<file path="src/rtl/riscv_pkg.sv">
// Shared encodings for the multicycle RISC-V controller: FSM states, opcodes,
// ALUOp classes, ALUControl operations and immediate-format selects.
package riscv_pkg;

    typedef enum logic [3:0] {
        S_FETCH    = 4'd0,
        S_DECODE   = 4'd1,
        S_MEMADR   = 4'd2,
        S_MEMREAD  = 4'd3,
        S_MEMWB    = 4'd4,
        S_MEMWRITE = 4'd5,
        S_EXECUTER = 4'd6,
        S_EXECUTEI = 4'd7,
        S_ALUWB    = 4'd8,
        S_BEQ      = 4'd9,
        S_JAL      = 4'd10
    } state_t;

    localparam logic [6:0] OP_LOAD   = 7'b0000011;
    localparam logic [6:0] OP_STORE  = 7'b0100011;
    localparam logic [6:0] OP_RTYPE  = 7'b0110011;
    localparam logic [6:0] OP_ITYPE  = 7'b0010011;
    localparam logic [6:0] OP_BRANCH = 7'b1100011;
    localparam logic [6:0] OP_JAL    = 7'b1101111;

    typedef enum logic [1:0] {
        ALUOP_ADD   = 2'b00,
        ALUOP_SUB   = 2'b01,
        ALUOP_FUNCT = 2'b10
    } aluop_t;

    localparam logic [2:0] ALU_ADD = 3'b000;
    localparam logic [2:0] ALU_SUB = 3'b001;
    localparam logic [2:0] ALU_AND = 3'b010;
    localparam logic [2:0] ALU_OR  = 3'b011;
    localparam logic [2:0] ALU_SLT = 3'b101;

    localparam logic [1:0] IMM_I = 2'b00;
    localparam logic [1:0] IMM_S = 2'b01;
    localparam logic [1:0] IMM_B = 2'b10;
    localparam logic [1:0] IMM_J = 2'b11;

    // Immediate format is a pure function of the opcode, independent of FSM state.
    function automatic logic [1:0] imm_src_of(input logic [6:0] op);
        logic [1:0] imm;
        imm = IMM_I;
        case (op)
            OP_STORE:  imm = IMM_S;
            OP_BRANCH: imm = IMM_B;
            OP_JAL:    imm = IMM_J;
            default:   imm = IMM_I;
        endcase
        return imm;
    endfunction

endpackage

</file>
<file path="src/rtl/alu_decoder.sv">
// Maps the FSM's ALUOp class plus instruction fields onto a concrete ALU operation.
module alu_decoder
    import riscv_pkg::*;
(
    input  aluop_t      alu_op_i,
    input  logic [2:0]  funct3_i,
    input  logic        op5_i,
    input  logic        funct7b5_i,
    output logic [2:0]  alu_control_o
);

    always_comb begin
        alu_control_o = ALU_ADD;
        case (alu_op_i)
            ALUOP_ADD: alu_control_o = ALU_ADD;
            ALUOP_SUB: alu_control_o = ALU_SUB;
            ALUOP_FUNCT: begin
                case (funct3_i)
                    // Only R-type with funct7b5 set is a subtract; addi ignores funct7b5.
                    3'b000:  alu_control_o = (op5_i && funct7b5_i) ? ALU_SUB : ALU_ADD;
                    3'b010:  alu_control_o = ALU_SLT;
                    3'b110:  alu_control_o = ALU_OR;
                    3'b111:  alu_control_o = ALU_AND;
                    default: alu_control_o = ALU_ADD;
                endcase
            end
            default: alu_control_o = ALU_ADD;
        endcase
    end

endmodule

</file>
<file path="src/rtl/multicycle_controller.sv">
// Moore control FSM for a multicycle RV32 subset datapath with a unified,
// variable-latency memory (MemReady), plus ImmSrc and ALU control decode.
module multicycle_controller
    import riscv_pkg::*;
(
    input  logic       clk,
    input  logic       reset,
    input  logic [6:0] op,
    input  logic [2:0] funct3,
    input  logic       funct7b5,
    input  logic       Zero,
    input  logic       MemReady,
    output logic       PCWrite,
    output logic       AdrSrc,
    output logic       MemWrite,
    output logic       IRWrite,
    output logic       RegWrite,
    output logic [1:0] ResultSrc,
    output logic [1:0] ALUSrcA,
    output logic [1:0] ALUSrcB,
    output logic [1:0] ImmSrc,
    output logic [2:0] ALUControl,
    output logic       Illegal,
    output logic [3:0] State
);

    state_t state_q, state_d;
    state_t dec_state;
    aluop_t alu_op;
    logic   pc_update, branch;
    logic   mem_write_raw, ir_write_raw, reg_write_raw, illegal_raw;

    always_ff @(posedge clk) begin
        if (reset) state_q <= S_FETCH;
        else       state_q <= state_d;
    end

    always_comb begin
        state_d = S_FETCH;
        case (state_q)
            S_FETCH:  state_d = MemReady ? S_DECODE : S_FETCH;
            S_DECODE: begin
                case (op)
                    OP_LOAD, OP_STORE: state_d = S_MEMADR;
                    OP_RTYPE:          state_d = S_EXECUTER;
                    OP_ITYPE:          state_d = S_EXECUTEI;
                    OP_BRANCH:         state_d = S_BEQ;
                    OP_JAL:            state_d = S_JAL;
                    default:           state_d = S_FETCH;
                endcase
            end
            S_MEMADR:   state_d = (op == OP_LOAD) ? S_MEMREAD : S_MEMWRITE;
            S_MEMREAD:  state_d = MemReady ? S_MEMWB : S_MEMREAD;
            S_MEMWRITE: state_d = MemReady ? S_FETCH : S_MEMWRITE;
            S_MEMWB:    state_d = S_FETCH;
            S_EXECUTER: state_d = S_ALUWB;
            S_EXECUTEI: state_d = S_ALUWB;
            S_JAL:      state_d = S_ALUWB;
            S_ALUWB:    state_d = S_FETCH;
            S_BEQ:      state_d = S_FETCH;
            default:    state_d = S_FETCH;
        endcase
    end

    // During reset the outputs decode as FETCH; write enables are masked below.
    assign dec_state = reset ? S_FETCH : state_q;

    always_comb begin
        pc_update     = 1'b0;
        branch        = 1'b0;
        AdrSrc        = 1'b0;
        mem_write_raw = 1'b0;
        ir_write_raw  = 1'b0;
        reg_write_raw = 1'b0;
        illegal_raw   = 1'b0;
        ResultSrc     = 2'b00;
        ALUSrcA       = 2'b00;
        ALUSrcB       = 2'b00;
        alu_op        = ALUOP_ADD;
        case (dec_state)
            S_FETCH: begin
                ir_write_raw = MemReady;
                pc_update    = MemReady;
                ALUSrcB      = 2'b10;
                ResultSrc    = 2'b10;
            end
            S_DECODE: begin
                ALUSrcA = 2'b01;
                ALUSrcB = 2'b01;
                case (op)
                    OP_LOAD, OP_STORE, OP_RTYPE, OP_ITYPE, OP_BRANCH, OP_JAL: illegal_raw = 1'b0;
                    default: illegal_raw = 1'b1;
                endcase
            end
            S_MEMADR: begin
                ALUSrcA = 2'b10;
                ALUSrcB = 2'b01;
            end
            S_EXECUTEI: begin
                ALUSrcA = 2'b10;
                ALUSrcB = 2'b01;
                alu_op  = ALUOP_FUNCT;
            end
            S_MEMREAD: begin
                AdrSrc = 1'b1;
            end
            S_MEMWRITE: begin
                AdrSrc        = 1'b1;
                mem_write_raw = MemReady;
            end
            S_MEMWB: begin
                ResultSrc     = 2'b01;
                reg_write_raw = 1'b1;
            end
            S_ALUWB: begin
                reg_write_raw = 1'b1;
            end
            S_EXECUTER: begin
                ALUSrcA = 2'b10;
                alu_op  = ALUOP_FUNCT;
            end
            S_BEQ: begin
                ALUSrcA = 2'b10;
                alu_op  = ALUOP_SUB;
                branch  = 1'b1;
            end
            S_JAL: begin
                ALUSrcA   = 2'b01;
                ALUSrcB   = 2'b10;
                pc_update = 1'b1;
            end
            default: begin
                ALUSrcB   = 2'b10;
                ResultSrc = 2'b10;
            end
        endcase
    end

    assign PCWrite  = (pc_update | (branch & Zero)) & ~reset;
    assign MemWrite = mem_write_raw & ~reset;
    assign IRWrite  = ir_write_raw & ~reset;
    assign RegWrite = reg_write_raw & ~reset;
    assign Illegal  = illegal_raw & ~reset;
    assign ImmSrc   = imm_src_of(op);
    assign State    = state_q;

    alu_decoder u_alu_decoder (
        .alu_op_i      (alu_op),
        .funct3_i      (funct3),
        .op5_i         (op[5]),
        .funct7b5_i    (funct7b5),
        .alu_control_o (ALUControl)
    );

endmodule

</file>
<file path="config.mk">
export PLATFORM = sky130hd
export DESIGN_NAME = multicycle_controller
export DESIGN_NICKNAME = d
export VERILOG_FILES = /design/src/rtl/riscv_pkg.sv /design/src/rtl/alu_decoder.sv /design/src/rtl/multicycle_controller.sv
export SDC_FILE = /design/constraint.sdc
export NUM_CORES = 1
export LEC_CHECK = 0
export ABC_AREA = 1
export CORE_MARGIN = 2
export CORE_UTILIZATION = 35
export CTS_CLUSTER_DIAMETER = 40
export CTS_CLUSTER_SIZE = 28
export DETAILED_ROUTE_END_ITERATION = 8
export DONT_BUFFER_PORTS = 1
export PLACE_DENSITY = 0.53
export SETUP_SLACK_MARGIN = 0.15
export SYNTH_ARGS = -nofsm -noshare
export SYNTH_HDL_FRONTEND = slang
export SYNTH_HIERARCHICAL = 1
export SYNTH_SLANG_ARGS = --single-unit
</file>
<file path="constraint.sdc">
create_clock -name clk -period 3.8 [get_ports clk]
set_clock_uncertainty 0.05 [all_clocks]
set_input_delay 0.38 -clock clk [delete_from_list [all_inputs] [get_ports clk]]
set_output_delay 0.38 -clock clk [all_outputs]
set_load 0.005 [all_outputs]
</file>
Word-level counts from Yosys, hierarchy flattened
Index checks and enable logic that the tools add are counted.

operators by class
  equality and inequality tests = 28
  multiplexer cells = 23
  bitwise operators = 8
  reduce and logical (&&, ||, !) cells = 15

operator list
  cell                  count
  $eq A4 B3 Y1 const B  7
  $pmux W4 S6           1
  $pmux W4 S5           1
  $eq A4 B2 Y1 const B  4
  $eq A4 B4 Y1 const B  4
  $pmux W2 S2           4
  $eq A7 B6 Y1 const B  2
  $eq A7 B7 Y1 const B  2
  $pmux W3 S4           1
  $reduce_or A6 Y1      2
  $reduce_or A2 Y1      5
  $mux W1               9
  $mux W3               3
  $reduce_or A9 Y1      1
  $eq A4 B1 Y1 const B  2
  $logic_not A4 Y1      2
  $eq A7 B2 Y1 const B  1
  $eq A7 B5 Y1 const B  1
  $and A1 B1 Y1         6
  $eq A3 B3 Y1 const B  2
  $pmux W2 S3           1
  $pmux W3 S2           1
  $reduce_or A3 Y1      2
  $mux W4               1
  other kinds (9)       9

word-level totals
  register bits after elaboration = 4
  bits of input ports = 15

Longest topological paths before layout
  depth in word-level cells = 6
  gate-level depth with buffers = 10
  mapped depth without buffers = 10

Modules after synthesis
Netlist, hierarchy kept.

by module, submodules not included
  module                 instances  cells each  area an instance (sq um)  seq. area each (sq um)
  multicycle_controller  1          110         608.1                     80.1
  alu_decoder            1          17          91.3                      0.0

Worst setup path after synthesis
Ideal clock, no wire load.

  kind = register -> output
  from = reg state_q[3], in the netlist State[3]
  to = out ALUControl[2]
  arrival = 1.504 ns
  path slack = 1.866 ns
  stages on the path, launching flop included = 10
  cell sequence = dfxtp_1 -> inv_1 -> nor2_2 -> nand2_2 -> nor2_2 -> inv_1 -> ha_1 -> inv_1 -> nand4_1 -> nor2_1

between the ends
  longest elaborated chain between the ends = 6
  elaborated cells on any way between the ends = 9

ends and longest elaborated chain
  item                                          RTL line                     source
  start, declared                               multicycle_controller.sv:27  state_t state_q, state_d;
  start signal, assigned                        multicycle_controller.sv:35  else state_q <= state_d;
  $mux W4 *                                     multicycle_controller.sv:66  assign dec_state = reset ? S_FETCH : state_q;
  $eq A4 B3 Y1                                  multicycle_controller.sv:80  case (dec_state)
  $reduce_or A2 Y1 (no line)                    -
  $pmux W2 S2 *                                 multicycle_controller.sv:80
  via alu_op[0]                                 multicycle_controller.sv:29  aluop_t alu_op;
  $eq A2 B2 Y1 or $eq A2 B1 Y1 (tied branches)  alu_decoder.sv:14            case (alu_op_i)
  $pmux W3 S2 *                                 alu_decoder.sv:14
  end, declared                                 multicycle_controller.sv:22  output logic [2:0] ALUControl,

Mark *: on every way through the listed nets, which the timed path passes. The rest lies on a longest branch.

Worst setup path in the final report
  from = reg state_q[0], in the netlist State[0]
  to = out ALUControl[2]

Same word-level chain as after synthesis.

==> metrics.md <==
| Metric | Value |
|---|---|
| Status | finished, final reports clean |
| Wire length of the first global-routing pass | between 2000 and 3000 microns |
| Largest net degree at the start of global routing | 10 |
| Vias | roughly 770 |
| Final ANT Viol Nets | 0 |
| Fillers | between 200 and 250 |
| Maximum buffer depth of the clock tree | 2 |
| Slew HR | 76.9% |
| Avg Cell Area, Syn | between 5 and 6 sq um |
| Post-cts sizing count | 0 |
| VDD IR max | between 0.0001 and 0.00015 V |
| FFs w/ async S/R, synth | 0% |
| Reg2Reg Capture Point | State[0]$_SDFF_PP0_ |
| Antenna violations before repair | 0 |
| Reg2Reg Setup Slack | around 2.5 ns |
| Port Buffer Count | 0 |
| CTS root buf | clkbuf_4 |
| Seq pwr share | 38.1% |
| Required @ worst endpoint | 3.37 ns |
| Area Overhead vs Synth | 8.05% |
| Clk Latency, worst-skew pair | ~0.23 ns |
| Drt pass-1 iters | 4 |
| H-tree Lvls | 1 |
| Vias in the first global route | 709 |
| Overall Power | about 0.12 mW |
| Final #Nets | 149 |
| Max reg flops | 4 |
| Post-DP HPWL | about 1500 microns |
| NetSw | between 0.03 and 0.04 mW |
| Synth Instances | between 100 and 150 |
| Comb pwr share | around a fifth |
| Critical path fanouts, max | 6 |
| Clock sink count | 4 |
| Total power divided by cell area | 155 nW/um^2 |
| Placement row count | 16 |
| DRC Markers | 0 |
| Internal power | 0.0855 mW |
| Hold Path Cell Cnt | 1 |
| Clk pin slew, worst setup/hold paths | 0.03 ns |
| Synth Warn # | 6 |
| Maximum achievable frequency | roughly 440 MHz |
| Wirelength per Cell | 11.0 microns |
| Post-route insts no fill | 157 |
| Post-route minimum period | 2.30 ns |
| Final hold vios | 0 |
| Crit path capture type | output port |
| CP Launch Type | flip-flop |
| Synthesized cell area | 699 sq um |
| Chip Height | between 40 and 50 microns |
| Total gr overflow | 0 |
| Ports | 36 |
| Slew @ Worst Pin | between 0.3 and 0.4 ns |
| Sequential area share after synthesis | a little under an eighth |
| Post-synth EDFFs | 0 |
| Syn_nets | 144 |
| Die Span X | between 40 and 50 microns |
| Final period util | between 60% and 70% |
| Commonest non-fill, non-tap cell in the layout | nand2_1 |
| Flops & latches, synth | 4 |
| Crit Path Class | reg2out |
| Worst Hold Launch | reset |
| Layout cell share with drive strength beyond 1 | approximately 20% |
| Setup Fix Bufs, Post-CTS | 0 |
| Most frequent cells in the layout | 28 x nand2_1, 23 x inv_1, 19 x nor2_1, 11 x nand3_1 |
| Post-synthesis cell type count | 25 |
| Worst r2r src | State[0]$_SDFF_PP0_ |
| DRT iter0 DRCs | 16 |
| Pleak | 0.416 nW |
| Clock share of power | 42.6% |
| Maxcap violations | 0 |
| Core area | 1920 sq um |
| Dpl cells | between 150 and 200 |
| RSZ-0062 raised after global routing | no |
| Crit path DAT | around 1.9 ns |
| Hold EP | State[3]$_SDFF_PP0_ |
| HP Class | in2reg |
| CTS buffer count | 3 |
| Finish-stage setup viols | 0 |
| Routed wire length | ~1700 microns |
| N_diodes | 0 |
| Gr usage total | between 10% and 20% |
| Switching share of total power | 26.9% |
| Vias/cell | around 4.9 |
| GPL Wtd Cong | approximately 0.84 |
| CTS tree | done |
| Final setup TNS | 0 ns |
| Die footprint | 2370 sq um |
| Worst reg2reg path depth | 9 |
| Initial Utilization | roughly 36% |
| Top_reg_cell synth | dfxtp_1 |
| Final Slew Violations | 0 |
| Hold-fix buffers, CTS | 0 |
## logic make-up after synthesis
| family | after synthesis | share of synthesized area (%) |
|---|---|---|
| simple gates | 82 | 60.3 |
| compound gates | 11 | 9.30 |
| flops | 4 | 11.4 |
| buf+inv | 28 | 15.4 |
| fa+ha+maj | 2 | 3.58 |
## power by group through the flow
| stage | Combinational, mW | Clock [mW] | Sequential [mW] |
|---|---|---|---|
| CTS | 0.0226 | 0.0536 | 0.0446 |
| floorplan | 0.0192 | 0 | 0.0449 |
| global route | 0.0257 | 0.0589 | 0.0447 |
| global placement | 0.0223 | 0 | 0.0451 |
| detailed placement | 0.0225 | 0 | 0.0452 |
| finish | 0.0226 | 0.0498 | 0.0446 |
## synth_stat cells, drive strengths merged, types with 2 or more instances
cell | n | area [sq um]
a21oi | 5 | 28.8
and3 | 2 | 12.5
dfxtp | 4 | 80.1
ha | 2 | 25.0
inv | 27 | 104
nand2 | 33 | 136
nand3 | 12 | 65.1
nand4 | 3 | 18.8
nor2 | 28 | 156
nor3 | 3 | 25.0
o21ai | 5 | 28.8
## cell type report
type / count / area [sq um] / area share, %
Inverter: 28 / 108 / 14.2
Multi-Input combinational cell: 95 / 512 / 67.7
Clock buffer: 3 / 22.5 / 2.98
Tap cell: 27 / 33.8 / 4.47
Sequential cell: 4 / 80.1 / 10.6
## critical path, stage by stage (launching register included)
cell	delay [ns]
dfxtp_1	0.46
inv_2	0.11
nor2_1	0.13
nand2_1	0.11
nor2_2	0.14
inv_1	0.06
ha_1	0.31
inv_1	0.08
nand4_1	0.11
nor2_1	0.14
## worst max path at each step
stage / startpoint / to / cells after the start
final: State[0]$_SDFF_PP0_ / ALUControl[2] / 9
after global routing: State[0]$_SDFF_PP0_ / ALUControl[2] / 9
after CTS: State[0]$_SDFF_PP0_ / ALUControl[2] / 9
after detailed placement: State[0]$_SDFF_PP0_ / ALUControl[2] / 9
after global placement: State[3]$_SDFF_PP0_ / ALUControl[2] / 9
after floorplan: State[3]$_SDFF_PP0_ / ALUControl[2] / 9
## routing by layer
layer | global-route usage [%] | vias up | share of wire (%)
met5 | 0 | - | 0
li1 | - | 404 | -
met1 | 19.3 | 335 | 42
met3 | 5.56 | 0 | 9.0
met4 | 2.86 | 0 | 0
met2 | 25.1 | 26 | 49
## per-stage QoR
| stage | instance area [sq um] | hold WS, ns | setup WS (ns) | utilization, % |
|---|---|---|---|---|
| after global placement | 733 | 0.405 | 1.77 | 38.2 |
| after detailed placement | 733 | 0.404 | 1.74 | 38.2 |
| after CTS | 756 | 0.157 | 1.49 | 39.3 |
| final | 756 | 0.167 | 1.50 | 39.3 |
| after floorplan | 699 | 0.399 | 1.87 | - |
| after global routing | 756 | 0.144 | 1.30 | 39.3 |
Power figures use the tool's default switching activity.
